$ cat src/rtl/attempt_guard.sv
// attempt_guard: check-result controller for the encoded lock.
// A full per-digit match opens the lock; a mismatch pulses the global restart
// for RESTART_HOLD cycles, and MAX_FAIL consecutive mismatches trigger a timed
// lockout of LOCK_CYCLES cycles during which checks are ignored. All outputs
// are Moore-decoded and registered.
module attempt_guard #(
    parameter int DIGITS       = 4,
    parameter int MAX_FAIL     = 3,
    parameter int LOCK_CYCLES  = 1000,
    parameter int RESTART_HOLD = 2,
    localparam int FW = $clog2(MAX_FAIL + 1),
    localparam int HW = $clog2(RESTART_HOLD + 1),
    localparam int TW = $clog2(LOCK_CYCLES + 1)
) (
    input  logic              CLK,
    input  logic              RST,
    input  logic              EN,
    input  logic [DIGITS-1:0] IN,
    output logic              restart,
    output logic              unlocked,
    output logic              locked_out,
    output logic [FW-1:0]     fail_cnt,
    output logic [DIGITS-1:0] miss_mask
);

    typedef enum logic [1:0] {
        ST_RESTART = 2'd0,
        ST_IDLE    = 2'd1,
        ST_OPEN    = 2'd2,
        ST_LOCKOUT = 2'd3
    } state_t;

    state_t            state_q, state_d;
    logic [HW-1:0]     hold_q, hold_d;
    logic [TW-1:0]     timer_q, timer_d;
    logic [FW-1:0]     fail_cnt_q, fail_cnt_d;
    logic [DIGITS-1:0] miss_mask_q, miss_mask_d;
    logic              restart_q, restart_d;
    logic              unlocked_q, unlocked_d;
    logic              locked_out_q, locked_out_d;

    // A check succeeds only when every digit reports a match.
    function automatic logic all_match(input logic [DIGITS-1:0] flags);
        return &flags;
    endfunction

    // Next-state, counter and capture logic; EN only matters in IDLE and OPEN.
    always_comb begin
        state_d     = state_q;
        hold_d      = hold_q;
        timer_d     = timer_q;
        fail_cnt_d  = fail_cnt_q;
        miss_mask_d = miss_mask_q;
        case (state_q)
            ST_RESTART: begin
                // Leaving on the final count keeps restart high exactly RESTART_HOLD cycles.
                if (hold_q <= HW'(1)) begin
                    state_d = ST_IDLE;
                    hold_d  = {HW{1'b0}};
                end else begin
                    hold_d = hold_q - HW'(1);
                end
            end
            ST_IDLE: begin
                if (EN) begin
                    if (all_match(IN)) begin
                        state_d    = ST_OPEN;
                        fail_cnt_d = {FW{1'b0}};
                    end else begin
                        miss_mask_d = ~IN;
                        // Saturating compare: the count can never pass MAX_FAIL.
                        if (fail_cnt_q >= FW'(MAX_FAIL - 1)) begin
                            state_d    = ST_LOCKOUT;
                            fail_cnt_d = FW'(MAX_FAIL);
                            timer_d    = TW'(LOCK_CYCLES);
                        end else begin
                            state_d    = ST_RESTART;
                            fail_cnt_d = fail_cnt_q + FW'(1);
                            hold_d     = HW'(RESTART_HOLD);
                        end
                    end
                end else begin
                    state_d = ST_IDLE;
                end
            end
            ST_OPEN: begin
                // Any strobe while open is a relock, whatever the digits say.
                if (EN) begin
                    state_d    = ST_RESTART;
                    hold_d     = HW'(RESTART_HOLD);
                    fail_cnt_d = {FW{1'b0}};
                end else begin
                    state_d = ST_OPEN;
                end
            end
            ST_LOCKOUT: begin
                if (timer_q <= TW'(1)) begin
                    state_d    = ST_IDLE;
                    timer_d    = {TW{1'b0}};
                    fail_cnt_d = {FW{1'b0}};
                end else begin
                    timer_d = timer_q - TW'(1);
                end
            end
            default: begin
                state_d = ST_RESTART;
                hold_d  = HW'(RESTART_HOLD);
            end
        endcase
    end

    // Moore output decode from the upcoming state so the outputs can be registered.
    always_comb begin
        restart_d    = 1'b1;
        unlocked_d   = 1'b0;
        locked_out_d = 1'b0;
        case (state_d)
            ST_RESTART: begin
                restart_d    = 1'b1;
                unlocked_d   = 1'b0;
                locked_out_d = 1'b0;
            end
            ST_IDLE: begin
                restart_d    = 1'b0;
                unlocked_d   = 1'b0;
                locked_out_d = 1'b0;
            end
            ST_OPEN: begin
                restart_d    = 1'b0;
                unlocked_d   = 1'b1;
                locked_out_d = 1'b0;
            end
            ST_LOCKOUT: begin
                restart_d    = 1'b1;
                unlocked_d   = 1'b0;
                locked_out_d = 1'b1;
            end
            default: begin
                restart_d    = 1'b1;
                unlocked_d   = 1'b0;
                locked_out_d = 1'b0;
            end
        endcase
    end

    // State and output registers; RST wins over any strobe in the same cycle.
    always_ff @(posedge CLK) begin
        if (RST) begin
            state_q      <= ST_RESTART;
            hold_q       <= HW'(RESTART_HOLD);
            timer_q      <= {TW{1'b0}};
            fail_cnt_q   <= {FW{1'b0}};
            miss_mask_q  <= {DIGITS{1'b0}};
            restart_q    <= 1'b1;
            unlocked_q   <= 1'b0;
            locked_out_q <= 1'b0;
        end else begin
            state_q      <= state_d;
            hold_q       <= hold_d;
            timer_q      <= timer_d;
            fail_cnt_q   <= fail_cnt_d;
            miss_mask_q  <= miss_mask_d;
            restart_q    <= restart_d;
            unlocked_q   <= unlocked_d;
            locked_out_q <= locked_out_d;
        end
    end

    assign restart    = restart_q;
    assign unlocked   = unlocked_q;
    assign locked_out = locked_out_q;
    assign fail_cnt   = fail_cnt_q;
    assign miss_mask  = miss_mask_q;

endmodule

$ cat config.mk
export PLATFORM = sky130hd
export DESIGN_NAME = attempt_guard
export DESIGN_NICKNAME = d
export VERILOG_FILES = /design/src/rtl/attempt_guard.sv
export SDC_FILE = /design/constraint.sdc
export NUM_CORES = 1
export LEC_CHECK = 0
export BUFFER_PORTS_ARGS = -buffer_cell sky130_fd_sc_hd__buf_2
export CAP_MARGIN = 0
export CORE_UTILIZATION = 61
export DETAILED_ROUTE_END_ITERATION = 7
export PLACE_DENSITY = 0.83
export SLEW_MARGIN = 20
export SYNTH_ARGS = -nofsm -noshare
export SYNTH_HDL_FRONTEND = slang
export SYNTH_SLANG_ARGS = --single-unit
$ cat constraint.sdc
create_clock -name CLK -period 4.35 [get_ports CLK]
set_input_delay 0.2175 -clock CLK [delete_from_list [all_inputs] [get_ports CLK]]
set_output_delay 0.2175 -clock CLK [all_outputs]
set_load 0.1 [all_outputs]
# == Word-level counts from Yosys, hierarchy flattened ==
# Cells that the tools add are included.
# word_totals
regBits,23
in_bits,7
out_inout_bits,9
wordCells,69
# op_classes
n_reduce_logical,14
muxes,27
bitwise,2
n_eq_ne,12
n_addsub,3
magnitude_cmp,3
# ops
op,n
2-to-1 mux 10 bit,4
2-to-1 mux 2 bit,16
one-hot mux 10 bit (2 select lines),1
!= test 2 bit (second input constant),6
one-hot mux 2 bit (3 select lines),2
AND reduction 4 bit,3
<= comparator 10 x 1 -> 1 bit (second input constant),1
subtractor 10 x 1 -> 10 bit (second input constant),1
equality test 2 bit (second input constant),4
one-hot mux 2 bit (4 select lines),1
one-hot mux 1 bit (2 select lines),3
nonzero test 3 bit,2
OR reduction 3 bit,2
AND reduction 5 bit,1
equality test 2 x 1 -> 1 bit (second input constant),2
logical NOT 2 bit,2
NOT 4 bit,1
OR reduction 2 bit,2
AND reduction 3 bit,1
adder 2 x 1 -> 2 bit (second input constant),1
greater-or-equal comparator 2 bit (second input constant),1
<= comparator 2 x 1 -> 1 bit (second input constant),1
nonzero test 2 bit,1
subtractor 2 x 1 -> 2 bit (second input constant),1
NOT 1 bit,1

# == Depth between registers and ports, before layout ==
# Gate-level depths: netlist of run 1.
# depth
ltp_word,8
mapped_depth,9
mapped_depth_nobuf,8

# == Worst setup path before layout of run 1 ==
# No wires, ideal clock.
# synth_timing
path_type,reg-to-reg
startpoint,register fail_cnt_q[1] (netlist: fail_cnt[1])
endpoint,register timer_q[3]
synth_period_minus_slack_ns,2.085
required_ns,4.264
setup_slack_ns,2.265
path_stages_with_launch,5
n_path_buf,0
setup_ns,0.086
t_arrival_ns,2.000
path_cell_list,dfxtp_1 -> inv_1 -> o32ai_2 -> o21ai_0 -> a211oi_1
# synth_via
elab_chain_cells,3
# synth_rtl
element,line,rtl
from (decl),36,"logic [FW-1:0] fail_cnt_q, fail_cnt_d;"
from (signal assigned),152,fail_cnt_q <= {FW{1'b0}};
from (signal assigned),161,fail_cnt_q <= fail_cnt_d;
greater-or-equal comparator 2 bit,72,if (fail_cnt_q >= FW'(MAX_FAIL - 1)) begin
!= test 2 bit (no line),n/a,
AND reduction 4 bit (no line),n/a,
to (signal assigned),151,timer_q <= {TW{1'b0}};
to (signal assigned),160,timer_q <= timer_d;
to (decl),35,"logic [TW-1:0] timer_q, timer_d;"
# Every way passes these cells.
# A chain may end at the register's enable or synchronous reset.

# == Worst setup path after layout of run 1 ==
# layout_timing
startpoint,register timer_q[0]
endpoint,register restart_q (netlist: restart)
# layout_via
elab_chain_cells,6
word_cells_on_any_way,10
# layout_rtl
element,line,rtl
<= comparator 10 x 1 -> 1 bit (*),97,if (timer_q <= TW'(1)) begin
2-to-1 mux 2 bit (*),97,
one-hot mux 2 bit (4 select lines) (*),54,case (state_q)
net state_d[1],33,"state_t state_q, state_d;"
equality test 2 bit (tied with other cells),117,case (state_d)
OR reduction 2 bit (no line),n/a,
one-hot mux 1 bit (2 select lines) (*),117,
to (signal assigned),163,restart_q <= restart_d;
to (decl),38,"logic restart_q, restart_d;"
# The timed path passes the listed nets; every way through them passes the cells marked *.

==> results of run 1 <==
cells in the mapped netlist (2+ instances only):
| cell type | n |
|---|---|
| nor2_1 | 16 |
| a211oi_1 | 5 |
| a21oi_1 | 6 |
| o21ai_0 | 5 |
| dfxtp_1 | 23 |
| or4_1 | 2 |
| clkbuf_1 | 2 |
| o21a_1 | 3 |
| inv_1 | 9 |
| nor4_4 | 2 |
| or2_2 | 2 |
| a41oi_1 | 2 |
| nand2_1 | 9 |
| a31oi_1 | 3 |
| o31ai_1 | 5 |
| ha_1 | 8 |
| buf_2 | 2 |
| nand3_1 | 8 |
| or3b_2 | 2 |
| nor3b_1 | 2 |
| nor3_1 | 2 |
| o221a_2 | 3 |
| nor2b_1 | 3 |
| a21boi_0 | 3 |
cell type report:
| type | instances | area (um^2) | area share (%) |
|---|---|---|---|
| inverters | 9 | 33.78 | 2.318 |
| multi-input cells | 115 | 827.0 | 56.74 |
| flip-flops and latches | 23 | 460.4 | 31.59 |
| clock buffers | 3 | 22.52 | 1.545 |
| well taps | 27 | 33.78 | 2.318 |
| repair buffers | 15 | 75.07 | 5.150 |
| clock inverters | 1 | 5.005 | 0.3433 |
layer usage:
layer,part of all wire [%],vias to the layer above
met5,0,-
met4,0.85,0
met3,8.5,4
met2,45,56
met1,46,562
li1,-,604
cell families (layout without fill, tap and decap cells):
family,count (synthesis),after routing,synth area share (%)
adder cells (fa/ha/maj),8,8,7.367
multiplexers,1,1,0.7367
AO/OA/AOI/OAI,48,48,27.44
AND/OR/NAND/NOR,58,58,25.32
flip-flops,23,23,33.89
buffers and inverters,16,28,5.248
cells in the final DEF, fill, tap and decap left out, types with 2 or more instances in the layout:
| cell | instances |
|---|---|
| dfxtp_1 | 23 |
| nor2_1 | 16 |
| buf_2 | 15 |
| inv_1 | 9 |
| nand2_1 | 9 |
| nand3_1 | 8 |
| ha_1 | 8 |
| a21oi_1 | 6 |
| o21ai_0 | 5 |
| o31ai_1 | 5 |
| a211oi_1 | 5 |
| a31oi_1 | 3 |
| nor2b_1 | 3 |
| a21boi_0 | 3 |
| o21a_1 | 3 |
| o221a_2 | 3 |
| clkbuf_4 | 3 |
| nor3b_1 | 2 |
| nor4_4 | 2 |
| or2_2 | 2 |
| or3b_2 | 2 |
| a41oi_1 | 2 |
| or4_1 | 2 |
| nor3_1 | 2 |
through the flow:
step                      std cells  util, %  area [um^2]  power (uW)
after detailed placement        189    70.73         1430       593.7
after global routing            193    72.09         1458       731.4
final                           193    72.09         1458       689.1
after global placement          189    70.73         1430       582.9
after floorplan                 154        -         1359       543.2
after CTS                       193    72.09         1458       694.0
power groups by stage:
stage / Combinational, uW / Clock (uW) / Sequential [uW]
floorplan: 161 / 0 / 382
global placement: 319 / 0 / 264
detailed placement: 327 / 0 / 267
CTS: 328 / 104 / 262
global route: 355 / 110 / 266
finish: 327 / 100 / 262
state kept, by name, summed over array words and instances (netlist names):
name / count
fail_cnt: 2
hold_q: 2
locked_out: 1
miss_mask: 4
restart: 1
state_q: 2
timer_q: 10
unlocked: 1
critical path: cells and delay by family, from the launching register on:
kind | cells | cell delay, ps
adders and majority gates | 2 | 480
DFF | 1 | 430
AOI/OAI and AO/OA | 1 | 390
buffers and inverters | 1 | 60
and+or+nand+nor | 4 | 700
worst paths after layout:
path / from / end / slack, ps / depth (start not counted)
max reg2reg: timer_q[0] / restart / 2220 / 8
min reg2reg: miss_mask[2] / miss_mask[2] / 500 / 2
max: timer_q[0] / restart / 2220 / 8
min: IN[3] / miss_mask[3] / 110 / 2
==> impl_metrics.toml, run 1 <==
[clocking]
cts_inserted_buffers = 3
clk_pin_slew_ps = 130
clock-sinks = 23
post_cts_buffers = 0
cts_resized = 0
clock_latency_ps = 310
h-tree-depth = 1
hold_buffers = 0
cts_root_buffer = "clkbuf_4"
tritoncts = "done"
cts_buffer_depth = 2

[place]
dp_hpwl_mm = 1.969
pre_cts_ws_ps = 2319
io_buffers = 15
gp_congestion = 0.8812

[sta]
worst_slack_ps = 2224
rsz0062_at_grt = "no"
tightest_slew_ps = 689.7
period_share_pct = 48.86
maxSlewViolCount = 0
period_minus_slack_ps = 2126
timing.fmax_ghz = 0.4705
setup_violations = 0
holdWs_ps = 109.8
hold_viol = 0
finalClockSkew_ps = 3.010
tns_ps = 0
max_slew_margin_pct = 53.42

[grt]
antenna_found_initial = 0
grt_pass1_wl_mm = 4.636
grtUsageTotal_pct = 24.70
grt_remaining_overflow = 0
grtUsageMet3_pct = 5.919
grt_pass1_vias = 1109
grt_use_met1_pct = 33.14
grt_start_max_net_pins = 21
grt_busiest_layer = "met2"
grt_use_met2_pct = 38.13

[die]
row_count = 16
io_pins = 16
die_w_um = 49.20
die_h_um = 49.20
start_util_pct = 67.20
coreArea_um2 = 2022
die_area_um2 = 2420

[power]
worst_ir_drop_vdd_mv = 0.4436
power_frac_clock_pct = 14.5
comb_power_share_pct = 47.5
p_int_uw = 371.4
p_sw_share_pct = 46.11
pwr_density_cell_nw_per_um2 = 472.7
p_switching_uw = 317.7
seqPwrFrac_pct = 38.0
p_leak_uw = 0.0005897

[synth]
syn_avg_cell_area_um2 = 8.823
synthFlopType = "dfxtp_1"
async_reset_ff_share_pct = 0
ys_ff_latch = 23
synth_top_area_cell = "dfxtp_1"
synth_cell_types = 51
syn-num-nets = 169
synth_enable_flop_cells = 0
syn-cell-area_um2 = 1359
synth_warnings = 0
synth_area_leaders = "dfxtp_1 (34%), ha_1 (7.4%), nor2_1 (4.4%)"
yosysSeqAreaShare_pct = 33.89
synth_top_cell_area_share_pct = 33.89
syn_inst = 154

[routing]
ant_nets = 0
drc = 0
initialDrtViolationCount = 49
vias = 1226
viasPerCell = 6.352
wire_per_inst_um = 14.04
dr.pass1.iters = 5
finalWirelength_mm = 2.709

[finish]
antenna_cells = 0
drive_gt1_share_pct = 20.48
syn2layout_area_growth_pct = 7.275
fillers = 165
nets = 182

[critical_path]
critPathSlowestCell = "dfxtp_1"
crit_fanout = 7
cp.required_ps = 4610
cp-start-kind = "flip-flop"
critical_path_arrival_ps = 2390
crit_top_cell = "ha_1"
crit_path_cell_trace = "inv_1 -> ha_1 -> or2_2 -> a31oi_2 -> nand3b_1 -> nand3_1 -> ha_1 -> nand2_1"
end_kind = "flip-flop"
worstSetupPathType = "reg -> reg"
worst_path_largest_cell_delay_ps = 430

[run_status]
status = "finished clean"

[hold_path]
hold_class = "in -> reg"

[job]
maxCapViolCount = 0
(Power assumes the default switching activity.)
==> inputs of run 2 (changes only) <==
--- a/config.mk
+++ b/config.mk
@@ -7,9 +7,9 @@
 export LEC_CHECK = 0
 export BUFFER_PORTS_ARGS = -buffer_cell sky130_fd_sc_hd__buf_2
 export CAP_MARGIN = 0
-export CORE_UTILIZATION = 61
+export CORE_UTILIZATION = 51
 export DETAILED_ROUTE_END_ITERATION = 7
-export PLACE_DENSITY = 0.83
+export PLACE_DENSITY = 0.74
 export SLEW_MARGIN = 20
 export SYNTH_ARGS = -nofsm -noshare
 export SYNTH_HDL_FRONTEND = slang
==> constraint.sdc (replaced) <==
create_clock -name CLK -period 1.8 [get_ports CLK]
set_input_delay 0.09 -clock CLK [delete_from_list [all_inputs] [get_ports CLK]]
set_output_delay 0.09 -clock CLK [all_outputs]
set_load 0.1 [all_outputs]
==> run 2 against run 1 <==
Sequential share of layout area shrank 3.4 points. Critical path type unchanged. Non-clock buffer count grew 19. Highest routed layer unchanged. Die area grew 19%. Cell count grew 11%. Setup slack lost 2200 ps. Largest cell class unchanged. Clock-buffer cell count grew 1. Clock skew grew 2.9 ps. Flip-flop and latch count is the same. Via count grew 6.0%.
==> impl_metrics.toml, run 2 (synthesis results as in run 1) <==
[routing]
wire_per_inst_um = 15.85
top_layer_used = "met4"
drc = 0
wl_met2_mm = 1.593
viasPerCell = 6.047
initialDrtViolationCount = 29
finalWirelength_mm = 3.408
vias = 1300
m1WireLength_mm = 1.596
dr.pass1.iters = 5
wl_met3_um = 129
ant_nets = 0

[sta]
max_slew_margin_pct = 67.69
finalClockSkew_ps = 5.959
period_minus_slack_ps = 1741
period_share_pct = 96.71
worst_slack_ps = 59.24
maxSlewViolCount = 0
timing.fmax_ghz = 0.5745
rsz0062_at_grt = "yes"
setup_violations = 0
hold_viol = 0
tightest_slew_ps = 488.0

[finish]
largest_reg_flops = 10
drive_gt1_share_pct = 35.14
syn2layout_area_growth_pct = 23.30
regMostFlops = "timer_q"
final_core_util_pct = 67.02
multi_input_area_um2 = 883.3
seqCellArea_um2 = 471.7
mostFrequentLayoutCells = "buf_4 (17), nor2_1 (16), dfxtp_1 (16)"
layout_commonest_cell = "buf_4"
fillers = 215
antenna_cells = 0
nets = 201

[critical_path]
end_kind = "flip-flop"
worst_path_largest_cell_delay_ps = 500
crit_path_cell_trace = "ha_1 -> inv_1 -> a31oi_4 -> buf_4 -> or4_1 -> o31ai_1"
cp-start-kind = "flip-flop"
crit_fanout = 7
cp.required_ps = 2050
critPathSlowestCell = "or4_1"
critical_path_arrival_ps = 1990
crit_buf_inv = 2
worstSetupPathType = "reg -> reg"
cpLargestDelayFamily = "simple AND/OR/NAND/NOR gates"

[grt]
grtUsageTotal_pct = 25.92
antenna_found_initial = 0
grt_pass1_wl_mm = 5.375
grt_pass1_vias = 1222
grt_remaining_overflow = 0
grt_start_max_net_pins = 21

[clocking]
cts_root_buffer = "clkbuf_4"
clock_latency_ps = 320
clock-sinks = 23
cts_buffer_depth = 2
h-tree-depth = 1
cts_inserted_buffers = 3
tritoncts = "done"
clk_pin_slew_ps = 130

[place]
io_buffers = 15
pre_cts_ws_ps = -28.23
dp_hpwl_mm = 2.396
gp_congestion = 0.8515

[die]
die_area_um2 = 2875
coreArea_um2 = 2500
io_pins = 16
die_h_um = 53.62
row_count = 18
start_util_pct = 54.35
die_w_um = 53.62

[power]
finalPower_uw = 1773
pwr_density_cell_nw_per_um2 = 1058
worst_ir_drop_vdd_mv = 0.8515
p_leak_uw = 0.0006809

[run_status]
status = "finished clean"

[job]
maxCapViolCount = 0

[hold_path]
hold_class = "in -> reg"
## run 2: changes by cell type in the layout (fill, tap and decap cells not counted), sizes merged
| cell | change |
|---|---|
| clkbuf | +1 |
| buf | +17 |
| dlygate4sd3 | +2 |
| clkinv | -1 |
## run 2: report_power, final
group          internal (uW)  switching, uW  total, uW
registers                583           50.4        634
clock network           86.9            165        252
logic                    283            604        887
total                    954            819       1770
## run 2: through the flow
stage	hold slack [ps]	TNS, ps	area [um^2]	cells
after global placement	312.5	0	1541	205
after floorplan	185.7	0	1369	154
after detailed placement	322.3	-79.81	1541	205
after global routing	174.1	-10.83	1675	215
after CTS	101.4	0	1605	211
final	109.3	0	1675	215
## run 2: final timing paths
kind | startpoint | endpoint | slack (ps) | cells after the start
setup reg to reg | state_q[0] | fail_cnt[0] | 60 | 6
setup / recovery | state_q[0] | fail_cnt[0] | 60 | 6
hold reg to reg | miss_mask[2] | miss_mask[2] | 500 | 2
hold / removal | IN[0] | miss_mask[0] | 110 | 4
## run 2: final cells by class
class / instances / share of cell area [%]
Clock buffer: 4 / 1.568
Inverter: 9 / 2.016
Multi-Input combinational cell: 115 / 52.73
Sequential cell: 23 / 28.16
Tap cell: 30 / 2.240
Timing Repair Buffer: 34 / 13.29
## run 2: worst reg2reg max path, cell delays in order (launching register included)
cell     delay (ps)
dfxtp_2         360
ha_1            290
inv_1           220
a31oi_4          50
buf_4           180
or4_1           500
o31ai_1          80
## run 2: layer usage
| layer | GRT usage, % | vias to the layer above |
|---|---|---|
| li1 | - | 640 |
| met1 | 32.93 | 610 |
| met2 | 43.33 | 41 |
| met3 | 3.672 | 9 |
| met4 | 11.40 | 0 |
| met5 | 0 | - |
## run 2: timing repair
action / 4_1_cts / 5_1_grt
endpoints found under the hold margin: 2 / 0
hold buffers: 2 / 0
gates resized for setup: 5 / 15
endpoints found under the setup margin: 9 / 12
setup buffers: 0 / 4
pin swaps: 0 / 4
cloned: 0 / 0
